### config.mk
export PLATFORM = sky130hd
export DESIGN_NAME = controller_spi_tx
export DESIGN_NICKNAME = d
export VERILOG_FILES = /design/src/rtl/controller_spi_tx.sv
export SDC_FILE = /design/constraint.sdc
export NUM_CORES = 1
export LEC_CHECK = 0
export BUFFER_PORTS_ARGS = -buffer_cell sky130_fd_sc_hd__clkbuf_2
export CORE_AREA = 10 10 111 113
export CTS_CLUSTER_SIZE = 25
export DETAILED_ROUTE_END_ITERATION = 8
export DIE_AREA = 0 0 121 123
export PLACE_DENSITY = 0.47
export SLEW_MARGIN = 20
export SYNTH_ARGS = -nofsm -noshare
export SYNTH_HDL_FRONTEND = slang
export SYNTH_SLANG_ARGS = --single-unit
### constraint.sdc
create_clock -name clk_in -period 3 [get_ports clk_in]
set_input_delay 0.15 -clock clk_in [delete_from_list [all_inputs] [get_ports clk_in]]
set_output_delay 0.15 -clock clk_in [all_outputs]
set_load 0.03 [all_outputs]
### src/rtl/controller_spi_tx.sv
// controller_spi_tx: serializes a {sync, buttons, joystick x, joystick y}
// snapshot onto a two-wire clock/data link, MSB first, with a fixed idle gap
// between back-to-back frames. Data only changes while the serial clock is
// low, so the receiver samples on the rising edge.
//
// Handshake: there is no valid/ready pair here. enable_in is a level request
// sampled only in IDLE or on the last gap cycle; busy_out is the
// "frame in flight" indicator and frame_done_out is a one-cycle completion
// strobe that needs no acknowledge.
module controller_spi_tx #(
  parameter int         CLK_DIV    = 50,
  parameter int         GAP_CYCLES = 1000,
  parameter logic [7:0] SYNC_BYTE  = 8'hA5
) (
  input  logic       clk_in,
  input  logic       rst_in,
  input  logic       enable_in,
  input  logic [7:0] buttons_in,
  input  logic [7:0] joystick_x_in,
  input  logic [7:0] joystick_y_in,
  output logic       chip_clk_out,
  output logic       chip_data_out,
  output logic       busy_out,
  output logic       frame_done_out
);

  localparam logic [1:0] IDLE     = 2'd0;
  localparam logic [1:0] SHIFT_LO = 2'd1;
  localparam logic [1:0] SHIFT_HI = 2'd2;
  localparam logic [1:0] GAP      = 2'd3;

  // One phase counter serves both the half-bit timing and the gap timing.
  localparam int MAX_CNT = (CLK_DIV > GAP_CYCLES) ? CLK_DIV : GAP_CYCLES;
  localparam int CW      = $clog2(MAX_CNT + 1);

  localparam logic [CW-1:0] DIV_LAST = CW'(CLK_DIV - 1);
  localparam logic [CW-1:0] GAP_LAST = CW'(GAP_CYCLES - 1);

  logic [1:0]    state;
  logic [CW-1:0] phase_cnt;
  logic [4:0]    bit_cnt;
  logic [31:0]   shreg;
  logic [31:0]   snapshot;

  // Frame image captured at frame start; later input changes are ignored.
  assign snapshot = {SYNC_BYTE, buttons_in, joystick_x_in, joystick_y_in};

  // Frame sequencer: all outputs are registered here, reset clears everything.
  always_ff @(posedge clk_in or posedge rst_in) begin
    if (rst_in) begin
      state          <= IDLE;
      phase_cnt      <= '0;
      bit_cnt        <= '0;
      shreg          <= '0;
      chip_clk_out   <= 1'b0;
      chip_data_out  <= 1'b0;
      busy_out       <= 1'b0;
      frame_done_out <= 1'b0;
    end else begin
      frame_done_out <= 1'b0;
      case (state)
        IDLE: begin
          chip_clk_out  <= 1'b0;
          chip_data_out <= 1'b0;
          busy_out      <= 1'b0;
          if (enable_in) begin
            shreg         <= snapshot;
            chip_data_out <= snapshot[31];
            busy_out      <= 1'b1;
            bit_cnt       <= 5'd31;
            phase_cnt     <= '0;
            state         <= SHIFT_LO;
          end
        end
        SHIFT_LO: begin
          if (phase_cnt == DIV_LAST) begin
            phase_cnt    <= '0;
            chip_clk_out <= 1'b1;
            state        <= SHIFT_HI;
          end else begin
            phase_cnt <= phase_cnt + 1'b1;
          end
        end
        SHIFT_HI: begin
          if (phase_cnt == DIV_LAST) begin
            phase_cnt    <= '0;
            chip_clk_out <= 1'b0;
            if (bit_cnt != 5'd0) begin
              // Next bit goes out together with the falling clock edge.
              shreg         <= {shreg[30:0], 1'b0};
              chip_data_out <= shreg[30];
              bit_cnt       <= bit_cnt - 5'd1;
              state         <= SHIFT_LO;
            end else begin
              frame_done_out <= 1'b1;
              chip_data_out  <= 1'b0;
              state          <= GAP;
            end
          end else begin
            phase_cnt <= phase_cnt + 1'b1;
          end
        end
        GAP: begin
          if (phase_cnt == GAP_LAST) begin
            phase_cnt <= '0;
            if (enable_in) begin
              // Back-to-back frame: busy stays high across the boundary.
              shreg         <= snapshot;
              chip_data_out <= snapshot[31];
              bit_cnt       <= 5'd31;
              state         <= SHIFT_LO;
            end else begin
              busy_out <= 1'b0;
              state    <= IDLE;
            end
          end else begin
            phase_cnt <= phase_cnt + 1'b1;
          end
        end
        default: state <= IDLE;
      endcase
    end
  end

endmodule

### Yosys cells after proc, flatten, opt, wreduce, memory -nomap -nowiden

Cells that the tools add are included.
Widths: inputs -> output; s select.

* $add $sub $neg: 2
* multiply operators: 0
* divide/modulo/power cells: 0
* $lt $le $gt $ge: 0
* equality and inequality tests: 12
* shift-type cells: 0
* multiplexer cells: 36
* bitwise operators: 0
* reduce and logical (&&, ||, !) cells: 11

Operator list (number)
* $mux 32: 4
* $pmux 32 s3: 1
* $mux 10: 3
* $pmux 10 s3: 1
* $mux 5: 4
* $pmux 5 s3: 1
* $ne 2x2->1 const B: 7
* $mux 1: 13
* $reduce_and 4->1: 3
* $add 10x1->10 const B: 1
* $eq 10x10->1 const B: 1
* $eq 10x6->1 const B: 1
* $mux 2: 5
* $pmux 2 s4: 1
* $pmux 1 s3: 2
* $reduce_and 3->1: 2
* $reduce_bool 3->1: 2
* $reduce_bool 5->1: 1
* $sub 5x1->5 const B: 1
* $eq 2x2->1 const B: 2
* $eq 2x1->1 const B: 1
* $logic_not 2->1: 1
* $pmux 1 s2: 1
* $reduce_bool 2->1: 1
* $reduce_or 2->1: 1

* register bits after elaboration: 53
* bits in latches: 0
* RAM bits: 0
* memory bits (read-only): 0
* input bits: 27
* output and inout bits: 4
* word-level logic and storage cells: 69
* memories: 0

### Longest topological paths before layout

* word-level depth: 4
* gate-level depth with buffers: 8
* mapped depth without buffers: 6

### Worst setup path after synthesis

No wires, ideal clock.

* path kind: reg2reg
* from: register state[0]
* to: register bit_cnt[0]
* library setup time: 0.125 ns
* data arrival time: 2.009 ns
* data required time: 2.875 ns
* setup slack: 0.866 ns
* cell stages (with the launch flop): 9
* path buffers: 2
* clock period less this slack: 2.134 ns
* cells stage by stage: dfrtp_1 inv_1 ha_1 buf_2 nor2b_1 a41oi_4 nor3_4 buf_6 mux2_4

* word-level cells in the longest chain between the ends: 3
* elaborated cells on any way between the ends: 9
* classes of those cells: 5 x eq/ne; 1 x mux; 3 x reduce/logical

Ends and longest elaborated chain
* from (decl): RTL line 39 `logic [1:0] state;`
* from (signal assigned): RTL line 51 `state <= IDLE;`
* from (signal assigned): RTL line 72 `state <= SHIFT_LO;`
* from (signal assigned): RTL line 79 `state <= SHIFT_HI;`
* $eq 2x2->1 / $logic_not 2->1 (equally long branches): RTL line 61 `case (state)`
* $ne 2x2->1 (no line) / $reduce_bool 3->1 (equally long branches)
* $reduce_and 4->1 (no line)
* to (signal assigned): RTL line 92 `bit_cnt <= bit_cnt - 5'd1;`
* to (decl): RTL line 41 `logic [4:0] bit_cnt;`

Parallel ways exist; a longest one is shown, timed or not.
A chain may end at the register's enable or synchronous reset.

### Worst setup path in the final report

* from: register state[0]
* to: register shreg[26]

* word-level cells in the longest chain between the ends: 3
* elaborated cells on any way between the ends: 9
* classes of those cells: 5 x eq/ne; 1 x mux; 3 x reduce/logical

Ends and longest elaborated chain
* $eq 2x2->1 / $logic_not 2->1 (equally long branches): RTL line 61
* $ne 2x2->1 (no line) / $reduce_bool 3->1 (equally long branches)
* $reduce_and 4->1 (no line)
* to (signal assigned): RTL line 67 `shreg <= snapshot;`
* to (signal assigned): RTL line 90 `shreg <= {shreg[30:0], 1'b0};`
* to (signal assigned): RTL line 108 `shreg <= snapshot;`
* to (decl): RTL line 42 `logic [31:0] shreg;`

Parallel ways exist; a longest one is shown, timed or not.

==> impl_summary.log <==
INFO  metric run_status = complete, no violations
INFO  metric total_power_consumption = ~1.2 mW
INFO  metric power.share.switching = between 20% and 30%
INFO  metric area.growth.synth_to_final = 13.7%
INFO  metric tritoncts_clock_tree = done
INFO  metric post_layout_nonfiller_instances = a little over 400
INFO  metric syn_inst = approximately 240
INFO  metric cts-root-to-sink-buffers = 2
INFO  metric post_synth_instance_area = between 0.002 and 0.003 sq mm
INFO  metric synth.yosys.seq_area_share = between 40 and 50%
INFO  metric critical_path_endpoint_category = flop
INFO  metric io_pins = 31
INFO  metric critical_path_required = approximately 3200 ps
INFO  metric numClockSinks = 52
INFO  metric worst_hold_path_type = in -> reg
INFO  metric count_of_hold_fix_buffers_inserted_at_cts = 1
INFO  metric power_leakage = 1.49 nW
INFO  metric main_combinational_cell_family_by_area_after_synthesis = multiplexers
INFO  metric setup_viol = 0
INFO  metric power_density = 366 mW/mm^2
INFO  metric final-hold-violation-count = 0
INFO  metric cts-resized-gates = 0
INFO  metric numPlacedInstances = between 400 and 500
INFO  metric postRouteWirelength = between 6000 and 7000 microns
INFO  metric hold_path_end = phase_cnt[9]
INFO  metric xor_xnor_portion_of_the_synthesized_cell_area = less than 1%
INFO  metric timing.critical_path.fanout_max = 35
INFO  metric numPortBuffers = 30
INFO  metric synthesis.area_per_instance = approximately 12 sq um
INFO  metric globalRouteMet2Util = 13.5%
INFO  metric grt_start_max_net_pins = 40
INFO  metric vias = roughly 2000
INFO  metric yosys.cell_types.count = between 50 and 60
INFO  metric grt_first_pass_wirelength = between 10000 and 15000 microns
INFO  metric power_frac_clock = approximately 34%
INFO  metric internal_power = 0.938 mW
INFO  metric r2r-start = state[0]
INFO  metric via_count_of_the_first_global_routing_pass = 2109
INFO  metric post_layout_min_period = 2210 ps
INFO  metric ir_worst_vdd = between 0.2 and 0.25 mV
INFO  metric detail_route.drc_violations = 0
INFO  metric hold_path_startpoint = enable_in
INFO  metric groute.usage.overall = about 8.3%
INFO  metric power_frac_seq = between 50% and 60%
INFO  metric globalRoute.totalOverflow = 0
INFO  metric drv.max_cap_violation_count = 0
INFO  metric cts.reportedPaths.clkPinSlew = about 100 ps
INFO  metric clock-skew-final = roughly 12 ps
INFO  metric grt_setup_unrepaired = false
INFO  metric final_setup_tns = 0 ps
INFO  metric power_switching = approximately 0.3 mW
INFO  metric routabilityCongestion = around 0.80
INFO  metric n_antenna_cell = 0
INFO  metric initial_antenna_violation_count = 0
INFO  metric synth_edf_count = 0
INFO  metric r2r_setup_slack = approximately 790 ps
INFO  metric post_synthesis_compound_gate_area_fraction = between 10% and 20%
INFO  metric tightest_slew = 690 ps
INFO  metric root_buffer_cell = sky130_fd_sc_hd__clkbuf_8
INFO  metric fp.coreArea = 0.0101 sq mm
INFO  metric layout.cell_area.non_filler = 0.00336 sq mm
INFO  metric synth_nets = 277
INFO  metric synth_ff_type = sky130_fd_sc_hd__dfrtp_1
INFO  metric worst_r2r_endpoint = shreg[26]
INFO  metric dr.first_iter.drc_count = 97
INFO  metric post_synth_and_or_nand_nor_area_fraction = 11.0%
INFO  metric floorplan_row_count = 37
INFO  metric wl_per_cell = roughly 15 microns
INFO  metric setup.worst_path.start_class = flop
INFO  metric globalRouteMet3Util = 2.23%
INFO  metric final_min_period_over_clock_period = about three quarters
INFO  metric die_width = between 100 and 150 microns
INFO  metric detailedRoute.firstPassIterationCount = 4
INFO  metric cts_inserted_buffers = 5
INFO  metric initial_utilization = a little under 30%
INFO  metric worstRegToRegCells = 7
INFO  metric ratio_of_cells_with_drive_above_1_in_the_final_layout = between 30% and 40%
INFO  metric criticalPathCategory = reg -> reg
INFO  metric placedInstanceArea = 0.00326 sq mm
INFO  metric whs_path_depth = 2
INFO  metric floorplan.die_area = 0.0149 sq mm
INFO  metric yosys-mux-area-fraction = roughly a quarter
INFO  metric synth_fa_ha_area_share = around 3.4%
INFO  metric clock_insertion_delay_worst_skew = slightly above 300 ps
INFO  metric critical_path_arrival = ~2400 ps
INFO  metric postSynthRegisterBits = 52
INFO  metric htree_num_levels = 2
INFO  metric post-cts-setup-buffers = 0
INFO  metric global_route.peak_usage_layer = met2
INFO  metric maxClockFrequency = 452 MHz
INFO  metric final_antenna_net_count = 0
INFO  metric groute.layer.met1.usage = a little over a tenth
INFO  metric detailedPlacementHpwl = between 4000 and 5000 microns
INFO  metric slew_hr = approximately 54%
INFO  metric viasPerCell = 4.76
INFO  metric timing.final.max_slew_violations = 0
INFO  metric combPwrFrac = ~7.0%
INFO  metric asyncSetResetFlopFracSynth = between 90% and 100%
INFO  metric final_net_count = between 300 and 400
INFO  metric yosys_warnings = 0
INFO  metric die_y = around 120 microns
==> per-stage QoR <==
step	setup WS, ps	util (%)	hold slack, ps
after floorplan	866	-	232
after global placement	821	32.1	253
after detailed placement	794	32.1	260
after CTS	787	33.1	122
after global routing	631	33.1	131
final	786	33.1	134
==> critical path, stage by stage (launching register included) <==
cell	delay (ps)
sky130_fd_sc_hd__dfrtp_1	430
sky130_fd_sc_hd__inv_1	150
sky130_fd_sc_hd__ha_2	280
sky130_fd_sc_hd__nand2_1	100
sky130_fd_sc_hd__o41ai_2	510
sky130_fd_sc_hd__nor3_4	70
sky130_fd_sc_hd__buf_12	210
sky130_fd_sc_hd__mux2_1	330
==> cells in the mapped netlist (5+ instances only) <==
cell,n,area (sq um)
sky130_fd_sc_hd__and2_1,5,31.3
sky130_fd_sc_hd__a221o_1,6,60.1
sky130_fd_sc_hd__clkbuf_1,5,18.8
sky130_fd_sc_hd__ha_1,8,100
sky130_fd_sc_hd__a2111oi_0,6,52.6
sky130_fd_sc_hd__mux2_4,20,300
sky130_fd_sc_hd__mux2_2,29,327
sky130_fd_sc_hd__nor2b_1,5,31.3
sky130_fd_sc_hd__inv_1,16,60.1
sky130_fd_sc_hd__or3_1,5,31.3
sky130_fd_sc_hd__nand2_1,16,60.1
sky130_fd_sc_hd__dfrtp_1,52,1300
==> flip-flops by register name, indices dropped and copies added, names as in the netlist <==
name            cells
bit_cnt             5
state               2
chip_data_out       1
chip_clk_out        1
shreg              31
busy_out            1
frame_done_out      1
phase_cnt          10
==> routing by layer <==
layer	share of wire, %	vias up
met1	48	959
li1	-	960
met4	1.1	0
met3	3.6	6
met2	47	32
met5	0	-
==> area by class of cell <==
| cell class | count | area, sq um |
|---|---|---|
| timing repair buffer | 36 | 210 |
| sequential | 52 | 1300 |
| inverter | 16 | 60.1 |
| multi-input combinational | 163 | 1530 |
| clock inverter | 3 | 22.5 |
| tap | 136 | 170 |
| fill | 1022 | 6780 |
| clock buffer | 5 | 68.8 |
==> power by group through the flow <==
stage                     sequential, mW  clock [mW]  combinational (mW)
final                              0.733       0.412              0.0859
after floorplan                    0.744           0              0.0570
after global placement             0.747           0              0.0867
after CTS                          0.733       0.440              0.0893
after detailed placement           0.747           0              0.0878
after global routing               0.736       0.468              0.0965
==> cells by family (layout without fill, tap and decap cells) <==
group / Yosys count / in the layout
muxes: 57 / 57
and+or+nand+nor: 54 / 54
DFF: 52 / 52
AOI/OAI and AO/OA: 43 / 43
buffers and inverters: 27 / 60
adders and majority gates: 8 / 8
xor gates and xnor gates: 1 / 1
==> placed cells by master (no fill, tap or decap), drive strengths merged, types with 3 or more instances in the layout <==
cell type | Yosys | layout
mux2 | 53 | 53
dfrtp | 52 | 52
clkbuf | 5 | 35
inv | 16 | 17
nand2 | 16 | 16
ha | 8 | 8
a2111oi | 6 | 6
a221o | 6 | 6
and2 | 5 | 5
nor2b | 5 | 5
or3 | 5 | 5
o41ai | 5 | 5
buf | 6 | 5
a21oi | 4 | 4
nand3 | 4 | 4
nor2 | 4 | 4
mux2i | 4 | 4
nor3 | 4 | 4
o21ai | 3 | 3
==> worst max path at each step <==
stage                 startpoint            to  cells after the start  slack (ps)
floorplan               state[0]    bit_cnt[0]                      8         870
global placement    phase_cnt[1]     shreg[22]                      7         820
detailed placement  phase_cnt[0]     shreg[20]                      6         790
CTS                 phase_cnt[1]     shreg[20]                      7         790
global route            state[1]  phase_cnt[0]                      5         630
finish                  state[0]     shreg[26]                      7         790
Power figures use the tool's default switching activity.
